--- config.mk ---
export PLATFORM = sky130hd
export DESIGN_NAME = mem_access_unit
export DESIGN_NICKNAME = d
export VERILOG_FILES = /design/src/rtl/mem_pkg.sv /design/src/rtl/load_extender.sv /design/src/rtl/mem_access_unit.sv
export SDC_FILE = /design/constraint.sdc
export NUM_CORES = 1
export LEC_CHECK = 0
export BUFFER_PORTS_ARGS = -buffer_cell sky130_fd_sc_hd__buf_2
export CAP_MARGIN = 30
export CORE_UTILIZATION = 43
export DETAILED_ROUTE_END_ITERATION = 12
export PLACE_DENSITY = 0.79
export SYNTH_ARGS = -nofsm -noshare
export SYNTH_HDL_FRONTEND = slang
export SYNTH_SLANG_ARGS = --single-unit
--- constraint.sdc ---
create_clock -name clk -period 1.76 [get_ports clk]
set_clock_uncertainty 0.15 [all_clocks]
set_input_delay 0.176 -clock clk [delete_from_list [all_inputs] [get_ports clk]]
set_output_delay 0.176 -clock clk [all_outputs]
set_load 0.1 [all_outputs]
--- src/rtl/mem_pkg.sv ---
// Shared definitions for the MEM-stage data memory front end.
package mem_pkg;

   localparam int DEFAULT_ADDR_WIDTH = 9;

   localparam logic [1:0] SIZE_BYTE = 2'b00;
   localparam logic [1:0] SIZE_HALF = 2'b01;
   localparam logic [1:0] SIZE_WORD = 2'b10;
   localparam logic [1:0] SIZE_RSVD = 2'b11;

   typedef logic [0:0] state_t;
   localparam state_t IDLE   = 1'b0;
   localparam state_t RMW_WR = 1'b1;

endpackage

--- src/rtl/load_extender.sv ---
// Lane select plus sign/zero extension of a memory word; shared with MEM/WB forwarding.
module load_extender
   import mem_pkg::*;
(
   input  logic [1:0]  size,
   input  logic        is_signed,
   input  logic [1:0]  byte_off,
   input  logic [31:0] word,
   output logic [31:0] result
);

   logic [7:0]  lane_byte;
   logic [15:0] lane_half;

   always_comb begin
      lane_byte = word[{byte_off, 3'b000} +: 8];
      lane_half = byte_off[1] ? word[31:16] : word[15:0];
      case (size)
         SIZE_BYTE: result = {{24{is_signed & lane_byte[7]}}, lane_byte};
         SIZE_HALF: result = {{16{is_signed & lane_half[15]}}, lane_half};
         default:   result = word;
      endcase
   end

endmodule

--- src/rtl/mem_access_unit.sv ---
// Turns byte/half/word loads and stores into word accesses; sub-word stores
// run a read cycle (stalling) followed by a write of the merged word.
module mem_access_unit
   import mem_pkg::*;
#(
   parameter int ADDR_WIDTH = DEFAULT_ADDR_WIDTH
) (
   input  logic                  clk,
   input  logic                  reset,
   input  logic                  i_mem_read,
   input  logic                  i_mem_write,
   input  logic [1:0]            i_mem_size,
   input  logic                  i_mem_signed,
   input  logic [31:0]           i_addr,
   input  logic [31:0]           i_store_data,
   input  logic [31:0]           i_dm_read_data,
   output logic [ADDR_WIDTH-1:0] o_dm_address,
   output logic [31:0]           o_dm_write_data,
   output logic                  o_dm_write,
   output logic [31:0]           o_load_data,
   output logic                  o_stall,
   output logic                  o_misaligned,
   output logic [31:0]           o_fault_addr
);

   state_t                state_reg, state_next;
   logic [ADDR_WIDTH-1:0] addr_reg;
   logic [31:0]           data_reg;
   logic [31:0]           fault_reg;

   logic                  idle_active, is_half, is_word, bad_align;
   logic                  misaligned, word_store, sub_store, load_ok;
   logic [ADDR_WIDTH-1:0] word_addr;
   logic [3:0]            lane_en;
   logic [31:0]           store_src, merged_word, ext_word;

   assign word_addr   = i_addr[ADDR_WIDTH+1:2];
   // The instruction held on the inputs during RMW_WR must not start a new access.
   assign idle_active = (state_reg == IDLE) && !reset;
   assign is_half     = (i_mem_size == SIZE_HALF);
   assign is_word     = (i_mem_size == SIZE_WORD) || (i_mem_size == SIZE_RSVD);
   assign bad_align   = (is_half & i_addr[0]) | (is_word & (i_addr[1:0] != 2'b00));

   assign misaligned  = idle_active & (i_mem_read | i_mem_write) & bad_align;
   assign word_store  = idle_active & i_mem_write & is_word & !bad_align;
   assign sub_store   = idle_active & i_mem_write & !is_word & !bad_align;
   assign load_ok     = idle_active & i_mem_read & !bad_align;

   assign store_src = is_half ? {2{i_store_data[15:0]}} : {4{i_store_data[7:0]}};

   genvar gi;
   generate
      for (gi = 0; gi < 4; gi++) begin : g_lane
         assign lane_en[gi] = is_half ? (i_addr[1] == (gi >= 2)) : (i_addr[1:0] == 2'(gi));
         assign merged_word[gi*8 +: 8] = lane_en[gi] ? store_src[gi*8 +: 8]
                                                     : i_dm_read_data[gi*8 +: 8];
      end
   endgenerate

   load_extender u_load_extender (
      .size      (i_mem_size),
      .is_signed (i_mem_signed),
      .byte_off  (i_addr[1:0]),
      .word      (i_dm_read_data),
      .result    (ext_word)
   );

   always_comb begin
      state_next = state_reg;
      case (state_reg)
         IDLE:    if (sub_store) state_next = RMW_WR;
         RMW_WR:  state_next = IDLE;
         default: state_next = IDLE;
      endcase
   end

   always_ff @(posedge clk) begin
      if (reset) begin
         state_reg <= IDLE;
         addr_reg  <= '0;
         data_reg  <= '0;
         fault_reg <= '0;
      end else begin
         state_reg <= state_next;
         if (sub_store) begin
            addr_reg <= word_addr;
            data_reg <= merged_word;
         end
         if (misaligned) fault_reg <= i_addr;
      end
   end

   assign o_dm_address    = (state_reg == RMW_WR) ? addr_reg : word_addr;
   assign o_dm_write_data = (state_reg == RMW_WR) ? data_reg
                          : (is_word ? i_store_data : merged_word);
   assign o_dm_write      = ((state_reg == RMW_WR) && !reset) || word_store;
   assign o_stall         = sub_store;
   assign o_misaligned    = misaligned;
   assign o_load_data     = load_ok ? ext_word : 32'h0;
   assign o_fault_addr    = fault_reg;

endmodule

==> impl_metrics.yaml, run 1 <==
yosys:
  synth.area.top_cells: "dfxtp_1 33%, a21oi_1 12%, nand2_1 9.2%, mux2_2 6.9%, o221ai_1 6.3%"
  avgSynthCellArea_sq_um: 7.72
  syn-num-nets: 676
  ys_warn_count: 0
  synth_cell_type_count: 40
  ys_seq_area_share_pct: 33.5
  synth_top_cell_area_share_pct: 33.5
  syn-cell-area_sq_um: 4430
  ys_ff_latch: 74
  synth_cells: 573
  yosys.area.top_type: "dfxtp_1"
place:
  place_inst: 960
  dpl_cell_area_sq_um: 8250
  port-buffer-count: 210
  place_congestion: 0.915
  hpwl_um: 14900
clock_network:
  clockBufferDepth: 2
  htree_num_levels: 3
  cts_resized: 199
  cts_made_buffers: 9
  postCtsHoldBufs: 30
  cts_root_buffer: "clkbuf_8"
  cts_sinks: 74
  cts_post_setup_buffers_inserted: 22
floorplanning:
  ioPinCount: 211
  die_y_um: 103
  die_w_um: 103
  initial_utilization_pct: 44.9
  rows: 36
outcome:
  error_line: "[ERROR DPL-0038] Utilization greater than 100%, impossible to legalize"
  status: "did not finish"
  haltStage: "clock tree synthesis"
-- Yosys cell counts (all sizes together) --
library cell,instances
a221oi,1
or4,1
a222oi,7
clkinv,2
nand2b,11
mux2i,24
a22oi,7
a2bb2oi,16
nand2,108
a211o,1
o211a,1
a21oi,111
buf,28
inv,23
o22ai,9
nor3,1
or2,1
nor2,30
a41oi,1
o211ai,2
mux2,27
a211oi,16
o21ai,9
dfxtp,74
a21o,2
nand4,1
o221ai,32
clkbuf,25
nand3,1
a31oi,1
-- per-stage QoR --
| step | setup WS [ns] | hold WS [ns] | util (%) | TNS (ns) |
|---|---|---|---|---|
| global placement | -0.281 | 0.266 | 83.5 | -16.43 |
| detailed placement | -0.322 | 0.276 | 83.7 | -22.18 |
| floorplan | -0.612 | 0.153 | - | -22.55 |
-- cell families after synthesis --
| kind of cell | share of synthesized area [%] |
|---|---|
| AO/OA/AOI/OAI | 31.8 |
| AND/OR/NAND/NOR | 14.2 |
| buffers and inverters | 8.17 |
| flip-flops | 33.5 |
| multiplexers | 12.3 |
==> inputs of run 2 (changes only) <==
CORE_UTILIZATION = 35   (was 43)
PLACE_DENSITY = default   (was 0.79)
PLACE_DENSITY_LB_ADDON = 0.15   (was default)
clock period = 2.3 ns   (was 1.76 ns; I/O delays follow)
==> run 2 against run 1 <==
Net effect: the run now ends clean; synthesized area unchanged; synthesized cell count unchanged.
==> impl_metrics.yaml, run 2 <==
timing:
  setup_viol: 0
  drv_slew: 0
  relSlewSlack_pct: 57.5
  fin_tns_setup_ns: 0
  hold_viol: 0
  tightest_slew_ns: 0.637
  rsz0062_at_grt: "no"
  min_period_ns: 2.21
  max_freq_mhz: 453
  timing.final.crit_share_pct: 96.0
floorplanning:
  fp.coreArea_sq_um: 12200
  dieArea_sq_um: 13100
  die_w_um: 114
  die_y_um: 114
  rows: 40
  ioPinCount: 211
  initial_utilization_pct: 36.4
grt:
  grt_max_degree: 59
  overflow: 0
  grt_use_total_pct: 27.4
  antenna_found_initial: 0
  grt_pass1_wl_um: 27500
  first_global_vias: 5229
pwr:
  p_leak_uw: 0.00321
  ir_drop_uv: 377
  powerDensity_nw_per_um2: 646
place:
  hpwl_um: 12900
  port-buffer-count: 210
  dpl_cell_area_sq_um: 7120
  place_congestion: 0.839
cells_and_area:
  final_cell_mix: "150 x buf_2, 107 x nand2_1, 77 x a21oi_1"
  postLayoutCellArea_sq_um: 7850
  area.growth.synth_to_final_pct: 77.3
  fin_nets: 903
  final_common_cell: "buf_2"
  insertedDiodeCount: 0
  drive_above_1_share_pct: 45.3
critical_path:
  path_class: "in2out"
  rrSetupSlack_ns: 0.48
  critPathMaxFanout: 19
  required_ns: 1.92
  crit_path_start_kind: "input pin"
  critPathArrivalTime_ns: 1.83
  end_kind: "output port"
route:
  routed_wl_um: 17900
  drtPass1Iterations: 5
  vias_per_cell: 5.52
  drt_iter0_drc: 430
  vias: 5370
  drc: 0
  wl_per_cell_um: 18.4
  postRouteAntennaNets: 0
yosys:
  syn-cell-area_sq_um: 4430
  async_flop_share_pct: 0
  ys_warn_count: 0
  synth_edf_count: 0
  synth_cell_type_count: 40
  synth_top_cell_area_share_pct: 33.5
  yosys_most_used_dff: "dfxtp_1"
  avgSynthCellArea_sq_um: 7.72
  yosys.area.top_type: "dfxtp_1"
  yosys.cell_count.top_type: "a21oi_1"
  synth.area.top_cells: "dfxtp_1 33%, a21oi_1 12%, nand2_1 9.2%, mux2_2 6.9%, o221ai_1 6.3%"
  syn-num-nets: 676
  synth.cells.most_frequent: "109 x a21oi_1, 108 x nand2_1, 74 x dfxtp_1"
  ys_seq_area_share_pct: 33.5
  synth_cells: 573
  ys_ff_latch: 74
flow_run:
  cap_violations: 0
clock_network:
  clockBufferDepth: 2
  cts_made_buffers: 9
  htree_num_levels: 3
  cts_root_buffer: "clkbuf_16"
  clkSlewWorstSetupHoldPaths_ns: 0.06
  clkLatencyLatePin_ns: 0.34
  cts_tree: "built"
  cts_sinks: 74
outcome:
  status: "complete, no violations"
min_path:
  worst_hold_path_type: "in2reg"
run 2: cell counts after synthesis:
Identical to the previous run, type by type.
run 2: worst paths after layout:
| path | start | endpoint | cells past startpoint |
|---|---|---|---|
| hold reg to reg | o_fault_addr[30]$_SDFFE_PP0P_ | o_fault_addr[30]$_SDFFE_PP0P_ | 2 |
| setup / recovery | i_addr[1] | o_dm_write_data[30] | 9 |
| hold / removal | i_addr[0] | o_fault_addr[0]$_SDFFE_PP0P_ | 3 |
| setup reg to reg | state_reg$_SDFF_PP0_ | o_fault_addr[8]$_SDFFE_PP0P_ | 6 |
run 2: logic make-up (layout without fill, tap and decap cells):
kind of cell | count (synthesis) | in the layout | share of synthesized area (%)
AO/OA/AOI/OAI | 216 | 216 | 31.8
AND/OR/NAND/NOR | 154 | 154 | 14.2
buffers and inverters | 78 | 310 | 8.17
flip-flops | 74 | 74 | 33.5
multiplexers | 51 | 51 | 12.3
run 2: through the flow:
step	cells	hold slack (ns)	util, %	worst slack [ns]	power [uW]
CTS	971	0.0861	63.8	0.00706	5070
global route	973	0.101	64.5	0.00169	5230
finish	973	0.0953	64.5	0.0920	5070
detailed placement	925	0.295	58.6	-0.0374	3470
floorplan	573	0.216	-	-0.210	2820
global placement	925	0.288	58.6	0.0202	3450
run 2: final cells by class:
type | count | area, sq um
fillers | 1017 | 4320
multi-input cells | 421 | 3210
repair buffers | 268 | 2520
flip-flops and latches | 74 | 1480
clock buffers | 12 | 246
well taps | 168 | 210
inverters | 25 | 98.8
clock inverters | 4 | 75.1
repair inverters | 1 | 5.00
run 2: worst max-delay path, stage by stage:
cell	delay, ns
buf_2	0.17
buf_4	0.16
inv_1	0.05
buf_4	0.21
a21oi_1	0.19
buf_6	0.20
o221ai_1	0.20
a2bb2oi_4	0.23
buf_12	0.19
run 2: where the power goes:
group          internal [uW]  total (uW)  switching, uW
clock network            981        1560            577
registers               1340        1370           30.7
logic                    696        2150           1450
total                   3010        5070           2060
run 2: layer usage:
metal / track usage (%) / vias to the layer above / share of wire (%) / routed length [um]
met4: 7.27 / 0 / 1.6 / 282
met1: 35.5 / 2521 / 41 / 7350
met5: 0 / - / 0 / 0
li1: - / 2540 / - / -
met3: 6.03 / 25 / 8.3 / 1490
met2: 45.9 / 284 / 49 / 8800
run 2: timing repair:
action,4_1_cts,5_1_grt
endpoints found under the hold margin,38,0
pin swaps,0,0
cloned,0,1
buffers inserted,0,1
gates resized for setup,4,15
setup endpoints to repair,21,18
hold buffers,30,0
Power figures use the tool's default switching activity.
